**config.mk**
```make
export PLATFORM = sky130hd
export DESIGN_NAME = ttt_move_sequencer
export DESIGN_NICKNAME = d
export VERILOG_FILES = /design/src/rtl/ttt_pkg.sv /design/src/rtl/ttt_move_sequencer_line_check.sv /design/src/rtl/ttt_move_sequencer.sv
export SDC_FILE = /design/constraint.sdc
export NUM_CORES = 1
export LEC_CHECK = 0
export BUFFER_PORTS_ARGS = -buffer_cell sky130_fd_sc_hd__buf_2
export CAP_MARGIN = 10
export CORE_MARGIN = 2
export CORE_UTILIZATION = 30
export DETAILED_ROUTE_END_ITERATION = 7
export PLACE_DENSITY = 0.49
export SLEW_MARGIN = 20
export SYNTH_ARGS = -nofsm -noshare
export SYNTH_HDL_FRONTEND = slang
export SYNTH_SLANG_ARGS = --single-unit
```
**constraint.sdc**
```tcl
create_clock -name clock -period 4.7 [get_ports clock]
set_input_delay 0.47 -clock clock [delete_from_list [all_inputs] [get_ports clock]]
set_output_delay 0.47 -clock clock [all_outputs]
set_load 0.03 [all_outputs]
```
**src/rtl/ttt_pkg.sv**
```systemverilog
// Shared types and constants for the tic-tac-toe move sequencer: cell codes,
// FSM states, winner codes and the eight win lines.
package ttt_pkg;

    localparam int NUM_CELLS = 9;
    localparam int NUM_LINES = 8;
    localparam int BOARD_W   = 2 * NUM_CELLS;
    localparam int TIMER_W   = 16;

    typedef logic [1:0] cell_t;

    localparam cell_t EMPTY = 2'b00;
    localparam cell_t P1    = 2'b01;
    localparam cell_t P2    = 2'b10;

    localparam logic [1:0] WIN_NONE = 2'b00;
    localparam logic [1:0] WIN_P1   = 2'b01;
    localparam logic [1:0] WIN_P2   = 2'b10;
    localparam logic [1:0] WIN_DRAW = 2'b11;

    localparam logic [1:0] TURN_NONE = 2'b00;
    localparam logic [1:0] TURN_P1   = 2'b01;
    localparam logic [1:0] TURN_P2   = 2'b10;

    typedef enum logic [2:0] {
        IDLE,
        P1_TURN,
        P1_CHECK,
        P2_TURN,
        P2_CHECK,
        DONE
    } state_t;

    // Rows, then columns, then the two diagonals; cells are row-major 0..8.
    localparam int WIN_LINES [NUM_LINES][3] = '{
        '{0, 1, 2},
        '{3, 4, 5},
        '{6, 7, 8},
        '{0, 3, 6},
        '{1, 4, 7},
        '{2, 5, 8},
        '{0, 4, 8},
        '{2, 4, 6}
    };

    function automatic cell_t cell_at(input logic [BOARD_W-1:0] board, input int idx);
        return board[2*idx +: 2];
    endfunction

endpackage

```
**src/rtl/ttt_move_sequencer_line_check.sv**
```systemverilog
// Combinational board evaluator: reports a completed line, its owner, and
// whether every cell is occupied.
module ttt_line_check
    import ttt_pkg::*;
(
    input  logic [BOARD_W-1:0] board,
    output logic               line_win,
    output logic [1:0]         line_owner,
    output logic               full
);

    always_comb begin
        // NOTE: every output gets a default first, so no path through this block can infer a latch.
        line_win   = 1'b0;
        line_owner = EMPTY;
        full       = 1'b1;

        for (int c = 0; c < NUM_CELLS; c++) begin
            if (cell_at(board, c) == EMPTY) begin
                full = 1'b0;
            end
        end

        // First matching line wins; only the last mover can have completed one.
        for (int l = 0; l < NUM_LINES; l++) begin
            if (!line_win
                && cell_at(board, WIN_LINES[l][0]) != EMPTY
                && cell_at(board, WIN_LINES[l][0]) == cell_at(board, WIN_LINES[l][1])
                && cell_at(board, WIN_LINES[l][1]) == cell_at(board, WIN_LINES[l][2])) begin
                line_win   = 1'b1;
                line_owner = cell_at(board, WIN_LINES[l][0]);
            end
        end
    end

endmodule

```
**src/rtl/ttt_move_sequencer.sv**
```systemverilog
// Tic-tac-toe move sequencer: owns the board, alternates turns over a
// valid/ready handshake, enforces a per-turn timeout and detects win/draw.
module ttt_move_sequencer
    import ttt_pkg::*;
#(
    parameter int unsigned TURN_TIMEOUT = 1024
)
(
    input  logic               clock,
    input  logic               reset,
    input  logic               start,
    input  logic               p1_valid,
    input  logic [3:0]         p1_pos,
    output logic               p1_ready,
    input  logic               p2_valid,
    input  logic [3:0]         p2_pos,
    output logic               p2_ready,
    output logic [BOARD_W-1:0] board,
    output logic [1:0]         turn,
    output logic               illegal,
    output logic               timeout,
    output logic               win,
    output logic               no_space,
    output logic [1:0]         winner
);

    localparam logic [TIMER_W-1:0] TIMER_LAST = TIMER_W'(TURN_TIMEOUT - 1);

    state_t               state_q,    state_d;
    logic [BOARD_W-1:0]   board_q,    board_d;
    logic [TIMER_W-1:0]   timer_q,    timer_d;
    logic [1:0]           turn_q,     turn_d;
    logic [1:0]           winner_q,   winner_d;
    logic                 p1_ready_q, p1_ready_d;
    logic                 p2_ready_q, p2_ready_d;
    logic                 illegal_q,  illegal_d;
    logic                 timeout_q,  timeout_d;
    logic                 win_q,      win_d;
    logic                 no_space_q, no_space_d;

    logic                 line_win;
    logic [1:0]           line_owner;
    logic                 full;

    logic                 mover_is_p1;
    logic                 mv_valid;
    logic [3:0]           mv_pos;
    cell_t                mv_code;
    cell_t                target;
    logic                 mv_in_range;

    ttt_line_check u_line_check (
        .board      (board_q),
        .line_win   (line_win),
        .line_owner (line_owner),
        .full       (full)
    );

    // Decode the move of whichever player currently owns the turn.
    always_comb begin
        mover_is_p1 = (state_q == P1_TURN) || (state_q == P1_CHECK);
        mv_valid    = mover_is_p1 ? p1_valid : p2_valid;
        mv_pos      = mover_is_p1 ? p1_pos   : p2_pos;
        mv_code     = mover_is_p1 ? P1       : P2;
        mv_in_range = (mv_pos <= 4'd8);
        target      = EMPTY;
        for (int c = 0; c < NUM_CELLS; c++) begin
            if (mv_pos == 4'(c)) begin
                target = cell_at(board_q, c);
            end
        end
    end

    always_comb begin
        state_d    = state_q;
        board_d    = board_q;
        timer_d    = timer_q;
        win_d      = win_q;
        no_space_d = no_space_q;
        winner_d   = winner_q;
        illegal_d  = 1'b0;
        timeout_d  = 1'b0;

        unique case (state_q)
            IDLE, DONE: begin
                if (start) begin
                    state_d    = P1_TURN;
                    board_d    = '0;
                    timer_d    = '0;
                    win_d      = 1'b0;
                    no_space_d = 1'b0;
                    winner_d   = WIN_NONE;
                end
            end

            P1_TURN, P2_TURN: begin
                if (mv_valid) begin
                    timer_d = '0;
                    if (!mv_in_range || target != EMPTY) begin
                        illegal_d = 1'b1;
                    end else begin
                        for (int c = 0; c < NUM_CELLS; c++) begin
                            if (mv_pos == 4'(c)) begin
                                board_d[2*c +: 2] = mv_code;
                            end
                        end
                        state_d = mover_is_p1 ? P1_CHECK : P2_CHECK;
                    end
                end else if (timer_q == TIMER_LAST) begin
                    // Acceptance takes priority, so expiry only fires without a request.
                    timeout_d = 1'b1;
                    timer_d   = '0;
                    state_d   = mover_is_p1 ? P2_TURN : P1_TURN;
                end else begin
                    timer_d = timer_q + 1'b1;
                end
            end

            P1_CHECK, P2_CHECK: begin
                if (line_win) begin
                    state_d  = DONE;
                    win_d    = 1'b1;
                    winner_d = line_owner;
                end else if (full) begin
                    state_d    = DONE;
                    no_space_d = 1'b1;
                    winner_d   = WIN_DRAW;
                end else begin
                    state_d = mover_is_p1 ? P2_TURN : P1_TURN;
                    timer_d = '0;
                end
            end

            default: begin
                state_d = IDLE;
            end
        endcase

        // Readies and turn are derived from the next state so they line up with state_q.
        p1_ready_d = (state_d == P1_TURN);
        p2_ready_d = (state_d == P2_TURN);
        unique case (state_d)
            P1_TURN, P1_CHECK: turn_d = TURN_P1;
            P2_TURN, P2_CHECK: turn_d = TURN_P2;
            default:           turn_d = TURN_NONE;
        endcase
    end

    // NOTE: non-blocking assignments, so every flop samples the pre-edge value of every other.
    always_ff @(posedge clock) begin
        if (reset) begin
            state_q    <= IDLE;
            // NOTE: the board is cleared by reset because the FSM reads it, unlike a scratch memory.
            board_q    <= '0;
            timer_q    <= '0;
            turn_q     <= TURN_NONE;
            winner_q   <= WIN_NONE;
            p1_ready_q <= 1'b0;
            p2_ready_q <= 1'b0;
            illegal_q  <= 1'b0;
            timeout_q  <= 1'b0;
            win_q      <= 1'b0;
            no_space_q <= 1'b0;
        end else begin
            state_q    <= state_d;
            board_q    <= board_d;
            timer_q    <= timer_d;
            turn_q     <= turn_d;
            winner_q   <= winner_d;
            p1_ready_q <= p1_ready_d;
            p2_ready_q <= p2_ready_d;
            illegal_q  <= illegal_d;
            timeout_q  <= timeout_d;
            win_q      <= win_d;
            no_space_q <= no_space_d;
        end
    end

    assign board    = board_q;
    assign turn     = turn_q;
    assign winner   = winner_q;
    assign p1_ready = p1_ready_q;
    assign p2_ready = p2_ready_q;
    assign illegal  = illegal_q;
    assign timeout  = timeout_q;
    assign win      = win_q;
    assign no_space = no_space_q;

endmodule
```
After elaboration in Yosys (flattened, before gate mapping)
Index checks and enable logic that the tools add are counted.

word-level totals
  word-level logic and storage cells = 225
  register bits = 47
  input bits = 13

operators by class
  equality and inequality tests = 51
  bitwise operators = 2
  reduce and logical (&&, ||, !) cells = 73
  multiplexer cells = 78
  add/subtract/negate cells = 1
  order comparisons = 1

operator list
  operator                 count
  $mux W16                 5
  $mux W2                  31
  $mux W18                 3
  $pmux W16 S3             1
  $reduce_and A5 Y1        9
  $pmux W18 S2             1
  $eq A2 B2 Y1             16
  $ne A2 B2 Y1 const B     16
  $mux W1                  24
  $logic_and A1 B1 Y1      23
  $mux W3                  7
  $logic_not A2 Y1         9
  $add A16 B1 Y16 const B  1
  $eq A16 B10 Y1 const B   1
  $eq A4 B3 Y1 const B     4
  $reduce_bool A2 Y1       8
  $eq A3 B2 Y1 const B     4
  $reduce_or A2 Y1         5
  $eq A3 B3 Y1 const B     3
  $pmux W3 S3              1
  $eq A4 B2 Y1 const B     2
  $logic_not A1 Y1         8
  $pmux W2 S2              2
  $reduce_and A4 Y1        2
  other kinds (14)         20

Longest topological paths before layout
  depth after elaboration = 44
  mapped depth = 11
  gate-level depth less buffers = 9

Cells and area by module
From an unflattened synthesis, not the netlist that was laid out.

unflattened totals
  cell total of the unflattened synthesis = 470
  area, all modules = 3,499.6 µm²

modules (own cells, without submodules)
  module              sequential area each (µm²)  times used  area an instance (µm²)  cells an instance
  ttt_move_sequencer  940.9                       1           2,925.3                 382
  ttt_line_check      0.0                         1           574.3                   88

Worst setup path before layout
Ideal clock, no wire load.

  path kind = register to register
  start point = register board_q[16], in the netlist board[16]
  end point = register timer_q[10]
  arrival time = 2.794 ns
  required time = 4.630 ns
  buffers on the path = 2
  cell stages (with the launch flop) = 11
  setup slack = 1.836 ns
  cells stage by stage = dfxtp_1 -> buf_2 -> nor3_1 -> o2111ai_2 -> nand3_1 -> or4_4 -> o31a_1 -> or2_1 -> buf_6 -> or3_1 -> a21oi_1

between the ends
  longest elaborated chain between the ends = 30
  elaborated cells on any way between the ends = 35

ends and longest elaborated chain
  element                                 RTL line                             source
  start, declared                         ttt_move_sequencer.sv:30             logic [BOARD_W-1:0] board_q, board_d;
  start signal, assigned                  ttt_move_sequencer.sv:166            board_q <= board_d;
  $eq A2 B2 Y1                            ttt_move_sequencer_line_check.sv:29  && cell_at(board, WIN_LINES[l][1]) == cell_at(board, WIN_LINES[l][2])) begin
  $logic_and A1 B1 Y1                     ttt_move_sequencer_line_check.sv:29
  $mux W1                                 ttt_move_sequencer_line_check.sv:26  if (!line_win
  $logic_not A1 Y1                        ttt_move_sequencer_line_check.sv:26
  $logic_and A1 B1 Y1                     ttt_move_sequencer_line_check.sv:27  && cell_at(board, WIN_LINES[l][0]) != EMPTY
  $logic_and A1 B1 Y1                     ttt_move_sequencer_line_check.sv:28  && cell_at(board, WIN_LINES[l][0]) == cell_at(board, WIN_LINES[l][1])
  $logic_and A1 B1 Y1                     ttt_move_sequencer_line_check.sv:29
  $mux W1                                 ttt_move_sequencer_line_check.sv:26
  (+14 left out)                          n/a
  $mux W1                                 ttt_move_sequencer_line_check.sv:26
  $logic_not A1 Y1                        ttt_move_sequencer_line_check.sv:26
  $logic_and A1 B1 Y1                     ttt_move_sequencer_line_check.sv:27
  $logic_and A1 B1 Y1                     ttt_move_sequencer_line_check.sv:28
  $logic_and A1 B1 Y1                     ttt_move_sequencer_line_check.sv:29
  $mux W1                                 ttt_move_sequencer_line_check.sv:26
  $ne A2 B2 Y1 (no source line)           n/a
  $reduce_and A4 Y1 (no source line) (*)  n/a
  end signal, assigned                    ttt_move_sequencer.sv:167            timer_q <= timer_d;
  end, declared                           ttt_move_sequencer.sv:31             logic [TIMER_W-1:0] timer_q, timer_d;

Every way passes the cells marked *; elsewhere a longest branch is shown, timed or not.
A chain may end at the register's enable or synchronous reset.

Final worst setup path
  start point = register state_q[1]
  end point = register turn_q[1], in the netlist turn[1]

between the ends
  longest elaborated chain between the ends = 21
  elaborated cells on any way between the ends = 50

ends and longest elaborated chain
  element                                              RTL line                                            source
  start, declared                                      ttt_move_sequencer.sv:29                            state_t state_q, state_d;
  start signal, assigned                               ttt_move_sequencer.sv:165                           state_q <= state_d;
  $eq A3 B1 Y1 / $eq A3 B2 Y1 (equally long branches)  ttt_move_sequencer.sv:61, ttt_move_sequencer.sv:84
  $logic_or A1 B1 Y1                                   ttt_move_sequencer.sv:61                            mover_is_p1 = (state_q == P1_TURN) || (state_q == P1_CHECK);
  $mux W4                                              ttt_move_sequencer.sv:63                            mv_pos = mover_is_p1 ? p1_pos : p2_pos;
  $logic_not A4 Y1                                     ttt_move_sequencer.sv:68                            if (mv_pos == 4'(c)) begin
  $mux W2 (9 in a row)                                 ttt_move_sequencer.sv:68
  $reduce_bool A2 Y1                                   ttt_move_sequencer.sv:99                            if (!mv_in_range || target != EMPTY) begin
  $logic_or A1 B1 Y1                                   ttt_move_sequencer.sv:99
  $mux W3                                              ttt_move_sequencer.sv:99
  $mux W3                                              ttt_move_sequencer.sv:97                            if (mv_valid) begin
  $pmux W3 S3 (*)                                      ttt_move_sequencer.sv:84                            unique case (state_q)
  $eq A3 B2 Y1 (tied with other cells)                 ttt_move_sequencer.sv:142                           unique case (state_d)
  $reduce_or A2 Y1                                     ttt_move_sequencer.sv:142
  $pmux W2 S2 (*)                                      ttt_move_sequencer.sv:142
  end signal, assigned                                 ttt_move_sequencer.sv:168                           turn_q <= turn_d;
  end, declared                                        ttt_move_sequencer.sv:32                            logic [1:0] turn_q, turn_d;

Marked as above.

==> flow_metrics.env <==
export IMPL_outcome="completed"
export IMPL_final_setup_viol_count=0
export IMPL_preCtsSetupSlack_ns=1.11
export IMPL_critPathKind="register to register"
export IMPL_rr_endpoint="turn[1]"
export IMPL_cts_buffers=5
export IMPL_drtPass1Iterations=4
export IMPL_tightestPinTransition_ns=0.778
export IMPL_switching_power_uw=258
export IMPL_p_int_uw=582
export IMPL_initial_core_util_pct=31.1
export IMPL_avgSynthCellArea_um2=7.59
export IMPL_syn_to_final_growth_pct=12.5
export IMPL_utilization_pct=34.9
export IMPL_fp_dieH_um=102
export IMPL_p_leak_nw=1.31
export IMPL_fmax_mhz=270
export IMPL_synth_commonest_cells="nor2_1, dfxtp_1, nand2_1"
export IMPL_vdd_ir_drop_max_uv=151
export IMPL_dieArea_mm2=0.0104
export IMPL_critical_path_max_fanout=18
export IMPL_drv_cap=0
export IMPL_max_stage_delay_ns=0.75
export IMPL_grtUsageTotal_pct=15.9
export IMPL_async_reset_ff_share_pct=0
export IMPL_cp_cell_sequence="xnor2_2 > or2_1 > mux2i_1 > nor2_1 > o311ai_0 > a2111oi_0 > a311o_2 > and4_1 > o21bai_1"
export IMPL_clk_pin_slew_ns=0.10
export IMPL_gp_congestion=0.885
export IMPL_synth_area_mm2=0.00288
export IMPL_synthFlopType="dfxtp_1"
export IMPL_crit_buf_inv=0
export IMPL_final_max_slew_viol_count=0
export IMPL_drive_above_1_share_pct=14.7
export IMPL_rrSetupSlack_ns=0.99
export IMPL_synth_cells=380
export IMPL_root_buffer="clkbuf_8"
export IMPL_p_seq_share_pct=50.0
export IMPL_antenna_found_initial=0
export IMPL_grt_max_degree=19
export IMPL_hold_viol=0
export IMPL_crit_path_start_kind="register"
export IMPL_tns_ns=0
export IMPL_powerDensity_mw_per_mm2=259
export IMPL_die_w_um=102
export IMPL_synth_seq_cells=47
export IMPL_hold_class="register to register"
export IMPL_synth_edff_count=0
export IMPL_cpLargestDelayFamily="compound AO/OA/AOI/OAI gates"
export IMPL_cts_sinks=47
export IMPL_grt_pass1_wl_um=13300
export IMPL_period_share_pct=78.9
export IMPL_hold_path_end="win"
export IMPL_worstHoldStart="win"
export IMPL_clk_latency_ns=0.30
export IMPL_clockPowerShare_pct=30.9
export IMPL_critPathRequiredTime_ns=4.89
export IMPL_antenna_left=0
export IMPL_synth_cell_types=59
export IMPL_synth_top_cell_by_area="dfxtp_1"
export IMPL_synth_most_common_cell="nor2_1"
export IMPL_skew_ns=0.0157
export IMPL_netlist_top_cells_area="dfxtp_1, nor2_1, nand3_1, nand2_1, o21ai_0"
export IMPL_via_count=2867
export IMPL_port_buffers=40
export IMPL_finalCriticalPeriod_ns=3.71
export IMPL_grt_pass1_vias=2698
export IMPL_core_mm2=0.00928
export IMPL_slew_limit_headroom_pct=47.5
export IMPL_arrival_ns=3.90
export IMPL_r2r_cells=9
export IMPL_h_tree_depth=2
export IMPL_cp_end_kind="register"
export IMPL_synth_top_cell_area_share_pct=32.6
export IMPL_ioPinCount=41
export IMPL_cts_resized=0
export IMPL_setup_slack_ns=0.990
export IMPL_yosysWarnings=0
export IMPL_postCtsHoldBufs=0
export IMPL_cts_tree="done"
export IMPL_final_net_count=421
export IMPL_rsz0062_at_grt="false"
export IMPL_clk_path_buf_depth=2
export IMPL_post_cts_setup_buffers=0
export IMPL_gr_total_overflow=0
export IMPL_hpwl_um=5970
export IMPL_drtIter0Drc=124
export IMPL_crit_slowest_cell="dfxtp_1"
export IMPL_wl_per_cell_um=15.2
export IMPL_whs_path_depth=2
export IMPL_wl_um=8160
export IMPL_drc_errors=0
export IMPL_placementRows=35
export IMPL_r2r_start="state_q[1]"
export IMPL_viasPerCell=5.34
export IMPL_netSwitchingFraction_pct=30.7
export IMPL_syn_nets=394
export IMPL_seq_area_frac_synth_pct=32.6
export IMPL_pwr_share_comb_pct=19.1
export IMPL_n_antenna_cell=0
## worst max path at each step
| stage | start | to | depth (start not counted) |
|---|---|---|---|
| 2_1_floorplan | board[16] | timer_q[10] | 10 |
| 3_3_place_gp | state_q[1] | turn[1] | 9 |
| 3_5_place_dp | state_q[1] | turn[1] | 9 |
| 4_1_cts | state_q[1] | turn[1] | 9 |
| 5_1_grt | state_q[1] | board[12] | 8 |
| 6_report | state_q[1] | turn[1] | 9 |
## per-stage QoR
| step | instances | cell area (um^2) | hold WS, ns | total power [mW] |
|---|---|---|---|---|
| 2_1_floorplan | 380 | 2880 | 0.454 | 0.550 |
| 3_3_place_gp | 529 | 3150 | 0.456 | 0.589 |
| 3_5_place_dp | 529 | 3150 | 0.473 | 0.588 |
| 4_1_cts | 537 | 3240 | 0.487 | 0.849 |
| 5_1_grt | 537 | 3240 | 0.500 | 0.884 |
| 6_report | 537 | 3240 | 0.474 | 0.840 |
## layer usage
| layer | part of all wire [%] | vias to the layer above | global-route usage (%) |
|---|---|---|---|
| li1 | - | 1430 | - |
| met1 | 48 | 1365 | 21.8 |
| met2 | 46 | 64 | 26.5 |
| met3 | 4.4 | 8 | 2.12 |
| met4 | 1.0 | 0 | 4.00 |
| met5 | 0 | - | 0 |
## cells by family (layout without fill, tap and decap cells)
| family | count (synthesis) | in the layout | share of synthesized area [%] |
|---|---|---|---|
| AOI/OAI and AO/OA | 86 | 86 | 20.8 |
| DFF | 47 | 47 | 32.6 |
| adders and majority gates | 1 | 1 | 0.434 |
| and+or+nand+nor | 188 | 188 | 32.1 |
| buffers and inverters | 31 | 59 | 5.08 |
| muxes | 9 | 9 | 3.21 |
| xor gates and xnor gates | 18 | 18 | 5.73 |
## area by class of cell
class / count / area [um^2]
fillers: 1000 / 6040
flip-flops and latches: 47 / 941
clock inverters: 2 / 13.8
inverters: 9 / 33.8
repair buffers: 42 / 215
clock buffers: 6 / 82.6
well taps: 129 / 161
multi-input cells: 302 / 1800
## cells in the final DEF, fill, tap and decap left out, types with 6 or more instances in the layout
cell type   n
clkbuf_8    6
mux2i_1     7
or3_1      11
dfxtp_1    47
xnor2_1     7
nor3_1     18
a22o_1     10
xor2_1     10
inv_1       9
nor2_1     55
o21ai_0    21
nand3_1    28
nor4_1      7
nand2_1    36
buf_2      40
and3_1      6
a21oi_1    17
## worst min-delay path, cell delays in order (launching register included)
cell	delay, ns
dfxtp_1	0.32
nand2_1	0.05
a21oi_1	0.06
## power groups by stage
stage | clock network (mW) | logic (mW) | registers [mW]
after global placement | 0 | 0.160 | 0.429
after detailed placement | 0 | 0.159 | 0.429
final | 0.259 | 0.160 | 0.420
after floorplan | 0 | 0.118 | 0.432
after global routing | 0.283 | 0.179 | 0.422
after CTS | 0.269 | 0.160 | 0.420
## flip-flops by register name (all words and copies together), names as in the netlist
register,count
illegal,1
turn,2
board,18
timer_q,16
state_q,3
no_space,1
win,1
p2_ready,1
winner,2
timeout,1
p1_ready,1
No activity file was read; power rests on OpenSTA's default activity.
